===== src/rtl/cpu_pkg.sv =====
// Shared decode types: instruction class, decoded record layout, field positions.
package cpu_pkg;

    // Storage width for the branch target inside the decoded record.
    // Stages with a narrower PC keep the low PC_W bits.
    localparam int unsigned TgtW = 32;

    // Bit positions inside the 32-bit instruction word
    localparam int unsigned CondLo  = 28;
    localparam int unsigned ClsLo   = 26;
    localparam int unsigned IBit    = 25;
    localparam int unsigned OpLo    = 21;
    localparam int unsigned SBit    = 20;
    localparam int unsigned RnLo    = 16;
    localparam int unsigned RdLo    = 12;
    localparam int unsigned RmLo    = 0;
    localparam int unsigned LinkBit = 24;

    // Bit positions inside the 7-bit flags field {I,S,P,U,B,W,L}
    localparam int unsigned FlagI = 6;
    localparam int unsigned FlagS = 5;
    localparam int unsigned FlagL = 0;

    typedef enum logic [1:0] {
        ClsDp  = 2'd0,
        ClsMem = 2'd1,
        ClsBr  = 2'd2,
        ClsUnd = 2'd3
    } instr_class_t;

    typedef struct packed {
        instr_class_t    cls;
        logic [3:0]      cond;
        logic [3:0]      opcode;
        logic [6:0]      flags;
        logic [3:0]      rn;
        logic [3:0]      rd;
        logic [3:0]      rm;
        logic [31:0]     imm32;
        logic [TgtW-1:0] branch_tgt;
        logic            illegal;
    } decoded_instr_t;

    // Rotate right of a 32-bit value.
    function automatic logic [31:0] ror32(input logic [31:0] x, input logic [4:0] n);
        logic [63:0] t;
        t = {x, x} >> n;
        return t[31:0];
    endfunction

endpackage


===== src/rtl/instr_decode_stage_if.sv =====
// Fetch-side and execute-side handshake bundle of the decode stage.
interface instr_decode_stage_if #(
    parameter int unsigned PC_W = 32
) ();
    // fetch -> decode
    logic            in_valid;
    logic            in_ready;
    logic [31:0]     instr_in;
    logic [PC_W-1:0] pc_in;
    // decode -> execute
    logic            out_valid;
    logic            out_ready;
    logic [1:0]      cls;
    logic [3:0]      cond;
    logic [3:0]      opcode;
    logic [6:0]      flags;
    logic [3:0]      rn;
    logic [3:0]      rd;
    logic [3:0]      rm;
    logic [31:0]     imm32;
    logic [PC_W-1:0] branch_tgt;
    logic            illegal;

    // Decode stage side
    modport slave (
        input  in_valid, instr_in, pc_in, out_ready,
        output in_ready, out_valid, cls, cond, opcode, flags, rn, rd, rm, imm32,
               branch_tgt, illegal
    );

    // Producer/consumer side (fetch plus execute)
    modport master (
        output in_valid, instr_in, pc_in, out_ready,
        input  in_ready, out_valid, cls, cond, opcode, flags, rn, rd, rm, imm32,
               branch_tgt, illegal
    );
endinterface


===== src/rtl/instr_field_decode.sv =====
// Purely combinational split of an ARM-style word plus PC into a decoded record.
module instr_field_decode
    import cpu_pkg::*;
#(
    parameter int unsigned PC_W = 32
) (
    input  logic [31:0]     instr_i,
    input  logic [PC_W-1:0] pc_i,
    output decoded_instr_t  dec_o
);

    instr_class_t    cls;
    logic [31:0]     br_off;
    logic [PC_W-1:0] br_tgt;

    // Word offset sign-extended and scaled to bytes; target wraps at 2^PC_W
    assign br_off = {{6{instr_i[23]}}, instr_i[23:0], 2'b00};
    assign br_tgt = pc_i + PC_W'(8) + br_off[PC_W-1:0];

    // Class from bits [27:25]; 10x is a branch only with bit 25 set
    always_comb begin
        unique case (instr_i[ClsLo +: 2])
            2'b00:   cls = ClsDp;
            2'b01:   cls = ClsMem;
            2'b10:   cls = instr_i[IBit] ? ClsBr : ClsUnd;
            default: cls = ClsUnd;
        endcase
    end

    // Populate only the fields the class uses; everything else stays 0
    always_comb begin
        dec_o      = '0;
        dec_o.cls  = cls;
        dec_o.cond = instr_i[CondLo +: 4];
        unique case (cls)
            ClsDp: begin
                dec_o.opcode       = instr_i[OpLo +: 4];
                dec_o.flags[FlagI] = instr_i[IBit];
                dec_o.flags[FlagS] = instr_i[SBit];
                dec_o.rn           = instr_i[RnLo +: 4];
                dec_o.rd           = instr_i[RdLo +: 4];
                if (instr_i[IBit]) begin
                    dec_o.imm32 = ror32({24'd0, instr_i[7:0]}, {instr_i[11:8], 1'b0});
                end else begin
                    dec_o.rm = instr_i[RmLo +: 4];
                end
            end
            ClsMem: begin
                // S position is meaningless for transfers; P,U,B,W,L are [24:20]
                dec_o.flags = {instr_i[IBit], 1'b0, instr_i[24:20]};
                dec_o.rn    = instr_i[RnLo +: 4];
                dec_o.rd    = instr_i[RdLo +: 4];
                if (instr_i[IBit]) begin
                    dec_o.rm = instr_i[RmLo +: 4];
                end else begin
                    dec_o.imm32 = {20'd0, instr_i[11:0]};
                end
            end
            ClsBr: begin
                dec_o.flags[FlagL] = instr_i[LinkBit];
                dec_o.imm32        = br_off;
                dec_o.branch_tgt   = TgtW'(br_tgt);
            end
            ClsUnd: begin
                dec_o.illegal = 1'b1;
            end
        endcase
    end

endmodule


===== src/rtl/instr_decode_stage.sv =====
// Decode stage: field decoder feeding a DEPTH-entry FIFO with per-class retire counters.
module instr_decode_stage
    import cpu_pkg::*;
#(
    parameter int unsigned PC_W  = 32,
    parameter int unsigned DEPTH = 2,
    parameter int unsigned CNT_W = 16
) (
    input  logic                clk,
    input  logic                rst_n,
    input  logic                flush,
    instr_decode_stage_if.slave bus,
    output logic [CNT_W-1:0]    cnt_dp,
    output logic [CNT_W-1:0]    cnt_mem,
    output logic [CNT_W-1:0]    cnt_br,
    output logic [CNT_W-1:0]    cnt_und
);

    localparam int unsigned AW = $clog2(DEPTH);
    localparam logic [AW:0] PtrOne = 1;

    decoded_instr_t dec;
    decoded_instr_t head;
    decoded_instr_t head_out;

    decoded_instr_t  mem_q [DEPTH];
    decoded_instr_t  mem_d [DEPTH];
    logic [AW:0]     wr_ptr_q, wr_ptr_d;
    logic [AW:0]     rd_ptr_q, rd_ptr_d;
    logic [CNT_W-1:0] cnt_q [4];
    logic [CNT_W-1:0] cnt_d [4];

    logic full;
    logic empty;
    logic push;
    logic pop;

    instr_field_decode #(
        .PC_W (PC_W)
    ) u_field_decode (
        .instr_i (bus.instr_in),
        .pc_i    (bus.pc_in),
        .dec_o   (dec)
    );

    // Extra pointer MSB tells full from empty when the index bits match
    assign full  = (wr_ptr_q ^ rd_ptr_q) == {1'b1, {AW{1'b0}}};
    assign empty = wr_ptr_q == rd_ptr_q;
    assign push  = bus.in_valid && !full && !flush;
    assign pop   = !empty && bus.out_ready && !flush;

    assign bus.in_ready  = !full;
    assign bus.out_valid = !empty;

    // Head payload forced to 0 whenever nothing is valid
    assign head     = mem_q[rd_ptr_q[AW-1:0]];
    assign head_out = empty ? '0 : head;

    assign bus.cls        = head_out.cls;
    assign bus.cond       = head_out.cond;
    assign bus.opcode     = head_out.opcode;
    assign bus.flags      = head_out.flags;
    assign bus.rn         = head_out.rn;
    assign bus.rd         = head_out.rd;
    assign bus.rm         = head_out.rm;
    assign bus.imm32      = head_out.imm32;
    assign bus.branch_tgt = head_out.branch_tgt[PC_W-1:0];
    assign bus.illegal    = head_out.illegal;

    assign cnt_dp  = cnt_q[ClsDp];
    assign cnt_mem = cnt_q[ClsMem];
    assign cnt_br  = cnt_q[ClsBr];
    assign cnt_und = cnt_q[ClsUnd];

    // Next FIFO/counter state; flush overrides both push and pop
    always_comb begin
        mem_d    = mem_q;
        wr_ptr_d = wr_ptr_q;
        rd_ptr_d = rd_ptr_q;
        cnt_d    = cnt_q;
        if (flush) begin
            wr_ptr_d = '0;
            rd_ptr_d = '0;
        end else begin
            if (push) begin
                mem_d[wr_ptr_q[AW-1:0]] = dec;
                wr_ptr_d                = wr_ptr_q + PtrOne;
            end
            if (pop) begin
                rd_ptr_d          = rd_ptr_q + PtrOne;
                cnt_d[head.cls]   = cnt_q[head.cls] + CNT_W'(1);
            end
        end
    end

    // State registers, cleared asynchronously
    always_ff @(posedge clk or negedge rst_n) begin
        if (!rst_n) begin
            mem_q    <= '{default: '0};
            wr_ptr_q <= '0;
            rd_ptr_q <= '0;
            cnt_q    <= '{default: '0};
        end else begin
            mem_q    <= mem_d;
            wr_ptr_q <= wr_ptr_d;
            rd_ptr_q <= rd_ptr_d;
            cnt_q    <= cnt_d;
        end
    end

endmodule


===== src/flat_wrapper.sv =====
// flat-port wrapper written by rule: the top's interface ports become plain ports
module instr_decode_stage_flat import cpu_pkg::*;
#(
    parameter int unsigned PC_W  = 32,
    parameter int unsigned DEPTH = 2,
    parameter int unsigned CNT_W = 16
)
  (clk, rst_n, flush, cnt_dp, cnt_mem, cnt_br, cnt_und, bus_in_valid, bus_instr_in, bus_pc_in, bus_out_ready, bus_in_ready, bus_out_valid, bus_cls, bus_cond, bus_opcode, bus_flags, bus_rn, bus_rd, bus_rm, bus_imm32, bus_branch_tgt, bus_illegal);
  instr_decode_stage_if #(.PC_W(PC_W)) bus_i ();
  input  logic clk;
  input  logic rst_n;
  input  logic flush;
  output logic [CNT_W-1:0] cnt_dp;
  output logic [CNT_W-1:0] cnt_mem;
  output logic [CNT_W-1:0] cnt_br;
  output logic [CNT_W-1:0] cnt_und;
  input wire logic [$bits(bus_i.in_valid)-1:0] bus_in_valid;
  input wire logic [$bits(bus_i.instr_in)-1:0] bus_instr_in;
  input wire logic [$bits(bus_i.pc_in)-1:0] bus_pc_in;
  input wire logic [$bits(bus_i.out_ready)-1:0] bus_out_ready;
  output wire logic [$bits(bus_i.in_ready)-1:0] bus_in_ready;
  output wire logic [$bits(bus_i.out_valid)-1:0] bus_out_valid;
  output wire logic [$bits(bus_i.cls)-1:0] bus_cls;
  output wire logic [$bits(bus_i.cond)-1:0] bus_cond;
  output wire logic [$bits(bus_i.opcode)-1:0] bus_opcode;
  output wire logic [$bits(bus_i.flags)-1:0] bus_flags;
  output wire logic [$bits(bus_i.rn)-1:0] bus_rn;
  output wire logic [$bits(bus_i.rd)-1:0] bus_rd;
  output wire logic [$bits(bus_i.rm)-1:0] bus_rm;
  output wire logic [$bits(bus_i.imm32)-1:0] bus_imm32;
  output wire logic [$bits(bus_i.branch_tgt)-1:0] bus_branch_tgt;
  output wire logic [$bits(bus_i.illegal)-1:0] bus_illegal;
  assign bus_i.in_valid = bus_in_valid;
  assign bus_i.instr_in = bus_instr_in;
  assign bus_i.pc_in = bus_pc_in;
  assign bus_i.out_ready = bus_out_ready;
  assign bus_in_ready = bus_i.in_ready;
  assign bus_out_valid = bus_i.out_valid;
  assign bus_cls = bus_i.cls;
  assign bus_cond = bus_i.cond;
  assign bus_opcode = bus_i.opcode;
  assign bus_flags = bus_i.flags;
  assign bus_rn = bus_i.rn;
  assign bus_rd = bus_i.rd;
  assign bus_rm = bus_i.rm;
  assign bus_imm32 = bus_i.imm32;
  assign bus_branch_tgt = bus_i.branch_tgt;
  assign bus_illegal = bus_i.illegal;
  instr_decode_stage #(.PC_W(PC_W), .DEPTH(DEPTH), .CNT_W(CNT_W)) u_core (.clk(clk), .rst_n(rst_n), .flush(flush), .bus(bus_i), .cnt_dp(cnt_dp), .cnt_mem(cnt_mem), .cnt_br(cnt_br), .cnt_und(cnt_und));
endmodule

===== config.mk =====
export PLATFORM = sky130hd
export DESIGN_NAME = instr_decode_stage_flat
export DESIGN_NICKNAME = d
export VERILOG_FILES = /design/src/rtl/cpu_pkg.sv /design/src/rtl/instr_decode_stage_if.sv /design/src/rtl/instr_field_decode.sv /design/src/rtl/instr_decode_stage.sv /design/src/flat_wrapper.sv
export SDC_FILE = /design/constraint.sdc
export NUM_CORES = 1
export LEC_CHECK = 0
export CAP_MARGIN = 20
export CORE_MARGIN = 3
export CORE_UTILIZATION = 48
export DETAILED_ROUTE_END_ITERATION = 16
export MAX_ROUTING_LAYER = met4
export PLACE_DENSITY = 0.74
export SYNTH_ARGS = -nofsm -noshare
export SYNTH_HDL_FRONTEND = slang
export SYNTH_SLANG_ARGS = --single-unit

===== constraint.sdc =====
create_clock -name clk -period 6 [get_ports clk]
set_input_delay 1.8 -clock clk [delete_from_list [all_inputs] [get_ports clk]]
set_output_delay 1.8 -clock clk [all_outputs]
set_load 0.01 [all_outputs]

==> results of run 1 <==
metrics by stage:
step,util [%],hold WS [ps],setup slack (ps),std cells
6_report,62.0,475,954,2147
5_1_grt,62.0,499,806,2147
4_1_cts,61.9,479,922,2145
3_5_place_dp,58.6,466,832,2093
3_3_place_gp,58.6,460,893,2093
2_1_floorplan,-,448,1900,1553
flip-flops by register name (all words and copies together) (netlist names):
| register | cells |
|---|---|
| u_core.cnt_br | 16 |
| u_core.cnt_dp | 16 |
| u_core.cnt_mem | 16 |
| u_core.cnt_und | 16 |
| u_core.mem_q | 188 |
| u_core.rd_ptr_q | 2 |
| u_core.wr_ptr_q | 2 |
synth_stat cells, types with 7 or more instances:
| cell | n | share of area [%] |
|---|---|---|
| nand2_1 | 258 | 6.7 |
| dfrtp_1 | 256 | 44 |
| nor2_1 | 180 | 4.7 |
| o21ai_0 | 139 | 4.8 |
| mux2i_1 | 122 | 8.4 |
| a21oi_1 | 87 | 3.0 |
| clkbuf_1 | 80 | 2.1 |
| a22o_1 | 59 | 3.6 |
| ha_1 | 58 | 5.0 |
| mux2_2 | 33 | 2.6 |
| xnor2_1 | 31 | 1.9 |
| inv_1 | 22 | 0.57 |
| xor2_1 | 14 | 0.85 |
| a22oi_1 | 13 | 0.67 |
| a21o_1 | 12 | 0.62 |
| nand3_1 | 12 | 0.42 |
| a31oi_1 | 11 | 0.48 |
| and3_1 | 11 | 0.48 |
| buf_1 | 11 | 0.29 |
| o31ai_1 | 11 | 0.57 |
| nand4_1 | 10 | 0.43 |
| nand2b_1 | 8 | 0.35 |
| o22ai_1 | 8 | 0.35 |
| nor2b_1 | 7 | 0.30 |
cells by family (layout without fill, tap and decap cells):
kind of cell	after synthesis	in the layout	synth area share, %
compound gates	392	392	17.1
xor+xnor	46	46	2.84
fa+ha+maj	59	59	5.16
buf+inv	122	332	3.37
flops	256	256	44.3
mux	163	163	12.1
simple gates	515	515	15.2
area by class of cell:
type                       instances  area (um^2)
multi-input combinational       1175         7610
sequential                       256         6410
clock inverter                    13          130
inverter                          23         86.3
tap                              384          480
fill                            2466        11100
clock buffer                      39          833
timing repair buffer             257         2540
cells in the final DEF, fill, tap and decap left out, types with 25 or more instances in the layout:
| master | netlist | layout |
|---|---|---|
| mux2_2 | 33 | 33 |
| a22o_1 | 59 | 59 |
| dfrtp_1 | 256 | 255 |
| xnor2_1 | 31 | 31 |
| buf_4 | 0 | 25 |
| clkdlybuf4s50_1 | 0 | 227 |
| ha_1 | 58 | 58 |
| nor2_1 | 180 | 179 |
| nand2_1 | 258 | 258 |
| o21ai_0 | 139 | 139 |
| clkbuf_16 | 0 | 29 |
| a21oi_1 | 87 | 86 |
| mux2i_1 | 122 | 121 |
power by group:
group / internal, mW / switching, mW
clock: 1.06 / 0.717
sequential: 2.20 / 0.427
combinational: 1.59 / 1.91
critical path, cell delays in order (launching register included):
cell,delay (ps)
dfrtp_4,620
buf_4,720
mux2i_4,340
buf_4,430
nor2_1,80
clkdlybuf4s50_1,510
how the worst max path moves through the flow:
stage / start / endpoint / slack [ps] / cells after the start
after detailed placement: bus_instr_in[1] / u_core.mem_q[28]$_DFFE_PN0P_ / 830 / 13
final: u_core.rd_ptr_q[0]$_DFFE_PN0P_ / bus_cls[1] / 950 / 5
after global placement: bus_instr_in[1] / u_core.mem_q[122]$_DFFE_PN0P_ / 890 / 13
after floorplan: bus_instr_in[1] / u_core.mem_q[124]$_DFFE_PN0P_ / 1900 / 12
after CTS: u_core.rd_ptr_q[0]$_DFFE_PN0P_ / bus_cls[1] / 920 / 5
after global routing: u_core.rd_ptr_q[0]$_DFFE_PN0P_ / bus_cls[1] / 810 / 5
layer usage:
layer / vias up / share of wire, % / wire (um)
met1: 6156 / 44 / 19400
met5: - / 0 / 0
met4: 0 / 2.5 / 1080
met2: 568 / 45 / 19900
li1: 5851 / - / -
met3: 88 / 7.9 / 3480
==> impl_metrics.sql, run 1 <==
INSERT INTO impl_metrics (metric_group, metric, value, unit) VALUES
('outcome', 'outcome', 'finished clean', ''),
('run', 'drv.max_cap_violation_count', '0', ''),
('clock_tree', 'clockBufferDepth', '3', ''),
('synthesis', 'seq_area_frac_synth', '44.3', '%'),
('pwr', 'leakage', '7.78', 'nW'),
('global_routing', 'grt_use_met2', '40.8', '%'),
('timing', 'final_report_setup_violation_count', '0', ''),
('clock_tree', 'cts_repair_resize_count', '0', ''),
('timing', 'worst_pin_slew', '966', 'ps'),
('global_routing', 'global_route.usage.met3', '4.97', '%'),
('synthesis', 'synthesis.instances', '1553', ''),
('detailed_routing', 'route.final.wire_length', '43.9', 'mm'),
('global_routing', 'number_of_antenna_violations_at_the_first_check_in_global_routing', '0', ''),
('global_routing', 'globalRoute.totalOverflow', '0', ''),
('global_routing', 'grt_start_max_net_pins', '128', ''),
('clock_tree', 'cts_inserted_buffers', '28', ''),
('detailed_routing', 'route.detailed.drc', '0', ''),
('cells_and_area', 'layout.nets', '1869', ''),
('clock_tree', 'cts-hold-fix-buffers', '0', ''),
('floorplan', 'start_util', '49.6', '%'),
('placement', 'numPortBuffers', '228', ''),
('global_routing', 'number_of_global_route_vias_before_repair', '12474', ''),
('synthesis', 'ys_ff_latch', '256', ''),
('synthesis', 'synth_fp_nets', '1681', ''),
('hold_path', 'worst_hold_path_type', 'reg2reg', ''),
('worst_setup_path', 'worst-endpoint-arrival', '3250', 'ps'),
('cells_and_area', 'antennaDiodeCount', '0', ''),
('detailed_routing', 'drtAntennaViolNets', '0', ''),
('detailed_routing', 'vias', '12663', ''),
('worst_setup_path', 'crit_fanout', '44', ''),
('worst_setup_path', 'regToRegSetupSlack', '1780', 'ps'),
('placement', 'gp_congestion', '0.934', ''),
('synthesis', 'synth-edff-count', '0', ''),
('pwr', 'ir_drop', '0.293', 'mV'),
('clock_tree', 'postCtsSetupRepairBufs', '0', ''),
('clock_tree', 'clock_tree.htree_level_count', '1', ''),
('synthesis', 'synthesis.yosys.warnings', '0', ''),
('hold_path', 'hold-path-endpoint', 'u_core.mem_q[116]$_DFFE_PN0P_', ''),
('global_routing', 'grtUsageMet1', '37.8', '%'),
('detailed_routing', 'route.detailed.wl_per_inst', '20.4', 'um'),
('floorplan', 'floorplan.io_pins', '229', ''),
('floorplan', 'std_cell_rows', '62', ''),
('floorplan', 'floorplan.die_area', '0.0323', 'mm^2'),
('synthesis', 'synth_async_sr_flop_share', '100', '%'),
('pwr', 'design_power_total', '7.90', 'mW'),
('worst_setup_path', 'critical_path.endpoint_type', 'primary output', ''),
('clock_tree', 'clock_tree_from_tritoncts', 'yes', ''),
('global_routing', 'grt_pass1_wl', '69.3', 'mm'),
('detailed_routing', 'via_per_inst', '5.90', ''),
('placement', 'detailed_place.area', '0.0171', 'mm^2'),
('clock_tree', 'cts_num_sinks', '256', ''),
('clock_tree', 'clk-insertion-delay-late', '550', 'ps'),
('floorplan', 'placeable_core_region', '0.0292', 'mm^2'),
('timing', 'finClkSkew', '21.1', 'ps'),
('pwr', 'cellPowerDensity', '437', 'mW/mm^2'),
('timing', 'period_needed', '5050', 'ps'),
('timing', 'timing.setup.tns', '0', 'ps'),
('global_routing', 'grt.total_usage', '26.9', '%'),
('cells_and_area', 'area_overhead_vs_synth', '25.1', '%'),
('worst_setup_path', 'startpoint_type', 'flop', ''),
('floorplan', 'dieWidth', '180', 'um'),
('synthesis', 'syn-mean-instance-area', '9.31', 'um^2'),
('timing', 'maxSlewHeadroom', '35.6', '%'),
('timing', 'highest_clock_rate', '0.198', 'GHz'),
('detailed_routing', 'detail_route.iter0.violations', '1205', ''),
('worst_setup_path', 'rr_endpoint', 'u_core.cnt_und[10]$_DFFE_PN0P_', ''),
('detailed_routing', 'drt_first_pass_iters', '6', ''),
('timing', 'hold_viol_final', '0', ''),
('timing', 'grt_setup_unrepaired', 'no', ''),
('worst_setup_path', 'rr_startpoint', 'u_core.rd_ptr_q[0]$_DFFE_PN0P_', ''),
('cells_and_area', 'final_layout_size_suffix_gt1_share', '8.05', '%');
(Power assumes the default switching activity.)
==> run 2: changes to the inputs <==
Clock period 6 ns to 5.1 ns, I/O delays scaled along.
==> impl_metrics.sql, run 2 (synthesis gave the netlist of run 1 again) <==
INSERT INTO impl_metrics (metric_group, metric, value, unit) VALUES
('outcome', 'outcome', 'finished clean', ''),
('worst_setup_path', 'required', '3570', 'ps'),
('floorplan', 'start_util', '49.6', '%'),
('cells_and_area', 'mostFrequentLayoutCell', 'nand2_1', ''),
('pwr', 'ir_drop', '0.323', 'mV'),
('timing', 'timing.setup.tns', '0', 'ps'),
('floorplan', 'placeable_core_region', '0.0292', 'mm^2'),
('timing', 'hold-worst-slack', '477', 'ps'),
('global_routing', 'globalRoute.totalOverflow', '0', ''),
('clock_tree', 'clockBufferDepth', '3', ''),
('clock_tree', 'clk_root_buffer_cell', 'clkbuf_16', ''),
('global_routing', 'number_of_antenna_violations_at_the_first_check_in_global_routing', '0', ''),
('global_routing', 'grt_start_max_net_pins', '106', ''),
('cells_and_area', 'fillCellCount', '2459', ''),
('worst_setup_path', 'crit_type', 'reg2out', ''),
('timing', 'maxSlewHeadroom', '32.9', '%'),
('timing', 'final_min_period_over_clock_period', '86.7', '%'),
('cells_and_area', 'highest_count_cells_in_the_layout_ignoring_fill_and_taps', '258 x nand2_1, 255 x dfrtp_1, 227 x clkdlybuf4s50_1', ''),
('clock_tree', 'cts_inserted_buffers', '28', ''),
('detailed_routing', 'vias', '12601', ''),
('worst_setup_path', 'setup.worst_path.start', 'u_core.rd_ptr_q[0]$_DFFE_PN0P_', ''),
('detailed_routing', 'drtAntennaViolNets', '0', ''),
('timing', 'final_report_setup_violation_count', '0', ''),
('worst_setup_path', 'critical_path.endpoint_type', 'primary output', ''),
('cells_and_area', 'seq_area', '0.00641', 'mm^2'),
('worst_setup_path', 'crit_fanout', '52', ''),
('floorplan', 'floorplan.io_pins', '229', ''),
('global_routing', 'number_of_global_route_vias_before_repair', '12448', ''),
('worst_setup_path', 'critical_path.cell_chain', 'xnor2_1 -> and2_4 -> buf_12 -> nor2_1 -> clkdlybuf4s50_1', ''),
('placement', 'place_ws', '404', 'ps'),
('floorplan', 'dieWidth', '180', 'um'),
('floorplan', 'floorplan.die_area', '0.0323', 'mm^2'),
('floorplan', 'fp.dieH', '180', 'um'),
('timing', 'period_needed', '4420', 'ps'),
('cells_and_area', 'area_overhead_vs_synth', '25.2', '%'),
('cells_and_area', 'layout.nets', '1876', ''),
('cells_and_area', 'largest_reg_flops', '188', ''),
('global_routing', 'grt_pass1_wl', '69.5', 'mm'),
('clock_tree', 'clk-insertion-delay-late', '550', 'ps'),
('worst_setup_path', 'critical-path-slowest-cell', 'dfrtp_4', ''),
('placement', 'place.detailed.hpwl', '31.5', 'mm'),
('timing', 'finClkSkew', '18.9', 'ps'),
('timing', 'hold_viol_final', '0', ''),
('worst_setup_path', 'startpoint_type', 'flop', ''),
('clock_tree', 'clock_tree_from_tritoncts', 'yes', ''),
('timing', 'timing.final.max_slew_violations', '0', ''),
('worst_setup_path', 'worst_path_largest_cell_delay', '580', 'ps'),
('placement', 'gp_congestion', '0.978', ''),
('cells_and_area', 'antennaDiodeCount', '0', ''),
('detailed_routing', 'route.detailed.wl_per_inst', '20.4', 'um'),
('detailed_routing', 'via_per_inst', '5.86', ''),
('timing', 'finalWorstSetupSlack', '681', 'ps'),
('clock_tree', 'cts_num_sinks', '256', ''),
('pwr', 'design_power_total', '9.22', 'mW'),
('global_routing', 'grt.total_usage', '27.0', '%'),
('clock_tree', 'cts-hold-fix-buffers', '0', ''),
('timing', 'grt_setup_unrepaired', 'no', ''),
('cells_and_area', 'multiInputGateArea', '0.00761', 'mm^2'),
('worst_setup_path', 'register_to_register_path_depth', '11', ''),
('cells_and_area', 'final_layout_size_suffix_gt1_share', '7.99', '%'),
('worst_setup_path', 'rr_endpoint', 'u_core.cnt_und[14]$_DFFE_PN0P_', ''),
('timing', 'worst_pin_slew', '999', 'ps'),
('detailed_routing', 'drt_first_pass_iters', '6', ''),
('pwr', 'leakage', '7.80', 'nW'),
('detailed_routing', 'route.final.wire_length', '43.8', 'mm'),
('detailed_routing', 'route.detailed.drc', '0', ''),
('worst_setup_path', 'regToRegSetupSlack', '1410', 'ps'),
('run', 'drv.max_cap_violation_count', '0', ''),
('placement', 'numPortBuffers', '228', ''),
('worst_setup_path', 'critPathCapture', 'bus_opcode[3]', ''),
('pwr', 'cellPowerDensity', '509', 'mW/mm^2'),
('hold_path', 'hold_path_depth', '2', ''),
('hold_path', 'worst_hold_path_type', 'reg2reg', ''),
('clock_tree', 'clkSlewWorstSetupHoldPaths', '60', 'ps'),
('timing', 'highest_clock_rate', '0.226', 'GHz'),
('cells_and_area', 'max_flop_register', 'u_core.mem_q', ''),
('floorplan', 'std_cell_rows', '62', ''),
('detailed_routing', 'detail_route.iter0.violations', '1253', ''),
('clock_tree', 'cts_repair_resize_count', '0', ''),
('clock_tree', 'clock_tree.htree_level_count', '1', ''),
('clock_tree', 'postCtsSetupRepairBufs', '0', ''),
('worst_setup_path', 'rr_startpoint', 'u_core.rd_ptr_q[0]$_DFFE_PN0P_', ''),
('worst_setup_path', 'worst-endpoint-arrival', '2890', 'ps');
## run 2: worst min-delay path by stage
stage,start,endpoint,slack (ps)
final,u_core.mem_q[173]$_DFFE_PN0P_,u_core.mem_q[173]$_DFFE_PN0P_,480
after global routing,u_core.mem_q[33]$_DFFE_PN0P_,u_core.mem_q[33]$_DFFE_PN0P_,500
after CTS,u_core.mem_q[123]$_DFFE_PN0P_,u_core.mem_q[123]$_DFFE_PN0P_,480
after detailed placement,u_core.mem_q[123]$_DFFE_PN0P_,u_core.mem_q[123]$_DFFE_PN0P_,470
after global placement,u_core.mem_q[110]$_DFFE_PN0P_,u_core.mem_q[110]$_DFFE_PN0P_,460
after floorplan,u_core.mem_q[109]$_DFFE_PN0P_,u_core.mem_q[109]$_DFFE_PN0P_,450
## run 2: per-stage QoR
| step | std cells | utilization [%] | area (um^2) |
|---|---|---|---|
| floorplan | 1553 | - | 14500 |
| global placement | 2102 | 58.9 | 17200 |
| detailed placement | 2102 | 58.9 | 17200 |
| CTS | 2149 | 62.1 | 18100 |
| global route | 2149 | 62.1 | 18100 |
| finish | 2149 | 62.1 | 18100 |
## run 2: report_power, final
| part | switching, mW | internal (mW) |
|---|---|---|
| combinational | 2.26 | 1.88 |
| sequential | 0.490 | 2.59 |
| clock | 0.802 | 1.20 |
| total | 3.55 | 5.67 |
## run 2: final cells by class
type,instances,area share [%]
clock buffer,42,4.72
clock inverter,5,0.318
inverter,23,0.477
multi-input combinational,1175,42.0
sequential,256,35.4
tap,384,2.65
timing repair buffer,264,14.4
## run 2: routing by layer
layer  GRT usage [%]  vias up  routed length (um)
met2            41.0      500               19800
li1                -     5856                   -
met1            37.6     6167               19800
met3            5.09       78                3180
met5               -        -                   0
met4            6.71        0                1030
## run 2: worst max-delay path: cells and delay by family (launching register included)
family                    cells  cell delay (ps)
buffers and inverters         2              850
and+or+nand+nor               2              640
DFF                           1              580
xor gates and xnor gates      1              270
==> run 3: changes to the inputs <==
Settings changed: PLACE_DENSITY 0.74 to 0.73, SLEW_MARGIN set to 40, SYNTH_HIERARCHICAL set to 1.
Clock period 5.1 ns to 5.7 ns, I/O delays scaled along.
==> impl_metrics.sql, run 3 <==
INSERT INTO impl_metrics (metric_group, metric, value, unit) VALUES
('synthesis', 'ys_top_cells_by_count', '256 x dfrtp_1, 213 x mux2_2, 208 x nor2_1, 102 x mux2i_1, 93 x a21oi_1', ''),
('floorplan', 'floorplan.io_pins', '229', ''),
('clock_tree', 'clkSlewWorstSetupHoldPaths', '60', 'ps'),
('cells_and_area', 'final_layout_size_suffix_gt1_share', '20.6', '%'),
('synthesis', 'yosysTopAreaCell', 'dfrtp_1', ''),
('hold_path', 'worst_hold_path_type', 'reg2reg', ''),
('timing', 'period_needed', '4880', 'ps'),
('timing', 'maxSlewHeadroom', '48.0', '%'),
('timing', 'timing.setup.tns', '0', 'ps'),
('global_routing', 'globalRoute.totalOverflow', '0', ''),
('clock_tree', 'clock_tree_from_tritoncts', 'yes', ''),
('clock_tree', 'clk-insertion-delay-late', '560', 'ps'),
('clock_tree', 'postCtsSetupRepairBufs', '0', ''),
('clock_tree', 'clock_tree.htree_level_count', '1', ''),
('timing', 'timing.final.max_slew_violations', '0', ''),
('synthesis', 'synth-edff-count', '0', ''),
('cells_and_area', 'max_flop_register', 'u_core/mem_q', ''),
('floorplan', 'dieWidth', '182', 'um'),
('synthesis', 'netlist.area_leader.share', '43.2', '%'),
('cells_and_area', 'largest_reg_flops', '188', ''),
('placement', 'detailed_place.area', '0.0175', 'mm^2'),
('floorplan', 'placeable_core_region', '0.0300', 'mm^2'),
('synthesis', 'ys_ff_latch', '256', ''),
('placement', 'place_ws', '566', 'ps'),
('cells_and_area', 'finish.utilization', '61.7', '%'),
('detailed_routing', 'drtAntennaViolNets', '0', ''),
('floorplan', 'std_cell_rows', '63', ''),
('worst_setup_path', 'required', '3990', 'ps'),
('global_routing', 'grt_pass1_wl', '65.8', 'mm'),
('placement', 'gp_congestion', '0.924', ''),
('cells_and_area', 'highest_count_cells_in_the_layout_ignoring_fill_and_taps', '255 x dfrtp_1, 227 x clkdlybuf4s50_1, 213 x mux2_2', ''),
('worst_setup_path', 'critical_path.cell_chain', 'buf_4 -> mux2i_1 -> nor2_1 -> clkdlybuf4s50_1', ''),
('synthesis', 'syn_std_cell_area', '0.0148', 'mm^2'),
('worst_setup_path', 'critical-path-slowest-cell', 'dfrtp_4', ''),
('global_routing', 'number_of_antenna_violations_at_the_first_check_in_global_routing', '0', ''),
('synthesis', 'synthesis.instances', '1376', ''),
('worst_setup_path', 'crit_type', 'reg2out', ''),
('pwr', 'leakage', '8.05', 'nW'),
('floorplan', 'floorplan.die_area', '0.0330', 'mm^2'),
('clock_tree', 'cts_inserted_buffers', '29', ''),
('cells_and_area', 'layout.nets', '1703', ''),
('cells_and_area', 'finish.cell_count_without_fillers', '1987', ''),
('run', 'drv.max_cap_violation_count', '0', ''),
('detailed_routing', 'detail_route.iter0.violations', '972', ''),
('timing', 'final_report_setup_violation_count', '0', ''),
('floorplan', 'fp.dieH', '182', 'um'),
('placement', 'cell_count_after_placement', '1934', ''),
('global_routing', 'number_of_global_route_vias_before_repair', '11736', ''),
('placement', 'place.detailed.hpwl', '30.1', 'mm'),
('detailed_routing', 'route.detailed.drc', '0', ''),
('cells_and_area', 'fin_area', '0.0185', 'mm^2'),
('worst_setup_path', 'crit_fanout', '41', ''),
('timing', 'hold_viol_final', '0', ''),
('cells_and_area', 'antennaDiodeCount', '0', ''),
('cells_and_area', 'mostFrequentLayoutCell', 'dfrtp_1', ''),
('timing', 'worst_pin_slew', '779', 'ps'),
('worst_setup_path', 'number_of_buffer_and_inverter_instances_along_the_worst_setup_path', '2', ''),
('global_routing', 'grt_start_max_net_pins', '97', ''),
('pwr', 'ir_drop', '0.339', 'mV'),
('timing', 'finClkSkew', '12.6', 'ps'),
('synthesis', 'synth.distinct_cells', '69', ''),
('pwr', 'cellPowerDensity', '451', 'mW/mm^2'),
('clock_tree', 'cts_repair_resize_count', '0', ''),
('synthesis', 'synth_fp_nets', '1504', ''),
('placement', 'numPortBuffers', '228', ''),
('global_routing', 'grt.total_usage', '25.5', '%'),
('detailed_routing', 'vias', '11381', ''),
('synthesis', 'synthesis.yosys.warnings', '6', ''),
('cells_and_area', 'area_overhead_vs_synth', '25.0', '%'),
('detailed_routing', 'route.final.wire_length', '41.6', 'mm'),
('timing', 'final_min_period_over_clock_period', '85.6', '%'),
('worst_setup_path', 'crit_family', 'buffers and inverters', ''),
('synthesis', 'seq_area_frac_synth', '43.2', '%'),
('synthesis', 'synthMostInstantiatedCell', 'dfrtp_1', ''),
('worst_setup_path', 'worst_path_largest_cell_delay', '820', 'ps'),
('timing', 'highest_clock_rate', '0.205', 'GHz'),
('synthesis', 'synthFlopType', 'dfrtp_1', ''),
('clock_tree', 'cts-hold-fix-buffers', '0', ''),
('detailed_routing', 'route.detailed.wl_per_inst', '20.9', 'um'),
('floorplan', 'start_util', '49.3', '%'),
('detailed_routing', 'drt_first_pass_iters', '5', ''),
('worst_setup_path', 'worst-endpoint-arrival', '3170', 'ps'),
('worst_setup_path', 'startpoint_type', 'flop', ''),
('clock_tree', 'cts_num_sinks', '256', ''),
('timing', 'grt_setup_unrepaired', 'no', ''),
('timing', 'finalWorstSetupSlack', '823', 'ps'),
('worst_setup_path', 'critical_path.endpoint_type', 'primary output', ''),
('clock_tree', 'clockBufferDepth', '3', ''),
('synthesis', 'syn-mean-instance-area', '10.8', 'um^2'),
('synthesis', 'synth_async_sr_flop_share', '100', '%'),
('synthesis', 'synth.top_cells.by_area', 'dfrtp_1 43%, mux2_2 16%, mux2i_1 6.9%', ''),
('outcome', 'outcome', 'finished clean', ''),
('detailed_routing', 'via_per_inst', '5.73', ''),
('clock_tree', 'clk_root_buffer_cell', 'clkbuf_16', '');
[run 3: cell types whose count changed after synthesis, moves of 12 or more]
cell,delta
mux2_2,+180
nor2_1,+28
mux4_2,+12
nand2_1,-189
a22o_1,-54
mux2i_1,-20
and2_1,+17
o21ai_0,-102
clkbuf_1,-32
[run 3: cell type report]
| cell class | count | area (um^2) |
|---|---|---|
| clock inverter | 16 | 206 |
| multi-input combinational | 1022 | 8020 |
| tap | 390 | 488 |
| fill | 2447 | 11500 |
| sequential | 256 | 6410 |
| timing repair buffer | 253 | 2540 |
| clock buffer | 37 | 796 |
| inverter | 13 | 48.8 |
[run 3: final timing paths]
check	start	end	slack (ps)	cells after the start
setup reg to reg	u_core/rd_ptr_q[0]$_DFFE_PN0P_	u_core/cnt_und[14]$_DFFE_PN0P_	1670	11
max in group asynchronous	rst_n	u_core/mem_q[43]$_DFFE_PN0P_	3700	2
hold / removal	u_core/mem_q[88]$_DFFE_PN0P_	u_core/mem_q[88]$_DFFE_PN0P_	500	1
hold reg to reg	u_core/mem_q[88]$_DFFE_PN0P_	u_core/mem_q[88]$_DFFE_PN0P_	500	1
setup / recovery	u_core/rd_ptr_q[0]$_DFFE_PN0P_	bus_imm32[2]	820	4
min in group asynchronous	rst_n	u_core/mem_q[109]$_DFFE_PN0P_	1090	1
[run 3: worst register-to-register path: stages, from the launching register on]
cell	delay, ps
dfrtp_4	820
buf_4	600
mux2i_4	380
buf_4	430
mux4_2	360
ha_1	230
inv_1	100
nor3_4	300
nand3_2	130
nor3_2	230
xnor2_1	220
a21oi_1	110
[run 3: logic make-up after synthesis]
logic type      count (synthesis)  synth area share, %
mux                           337                 26.3
buf+inv                        98                 2.91
simple gates                  387                 12.0
fa+ha+maj                      59                 5.03
compound gates                196                 7.96
xor+xnor                       43                 2.54
flops                         256                 43.2
[run 3: per-layer routing]
metal	GRT usage, %	share of wire [%]	vias to the layer above
li1	-	-	5303
met1	34.9	45	5625
met2	41.3	48	406
met3	3.31	6.1	47
met4	4.72	1.4	0
met5	-	0	-
[run 3: report_power, final]
part	internal, mW	switching (mW)	total (mW)
combinational	1.82	1.82	3.64
clock	1.17	0.758	1.93
sequential	2.35	0.432	2.79
total	5.34	3.01	8.35
[run 3: per-stage QoR]
step | hold slack [ps] | power [mW]
after floorplan | 480 | 4.99
after global placement | 487 | 6.36
after detailed placement | 495 | 6.45
after CTS | 508 | 8.44
after global routing | 515 | 8.84
final | 503 | 8.35
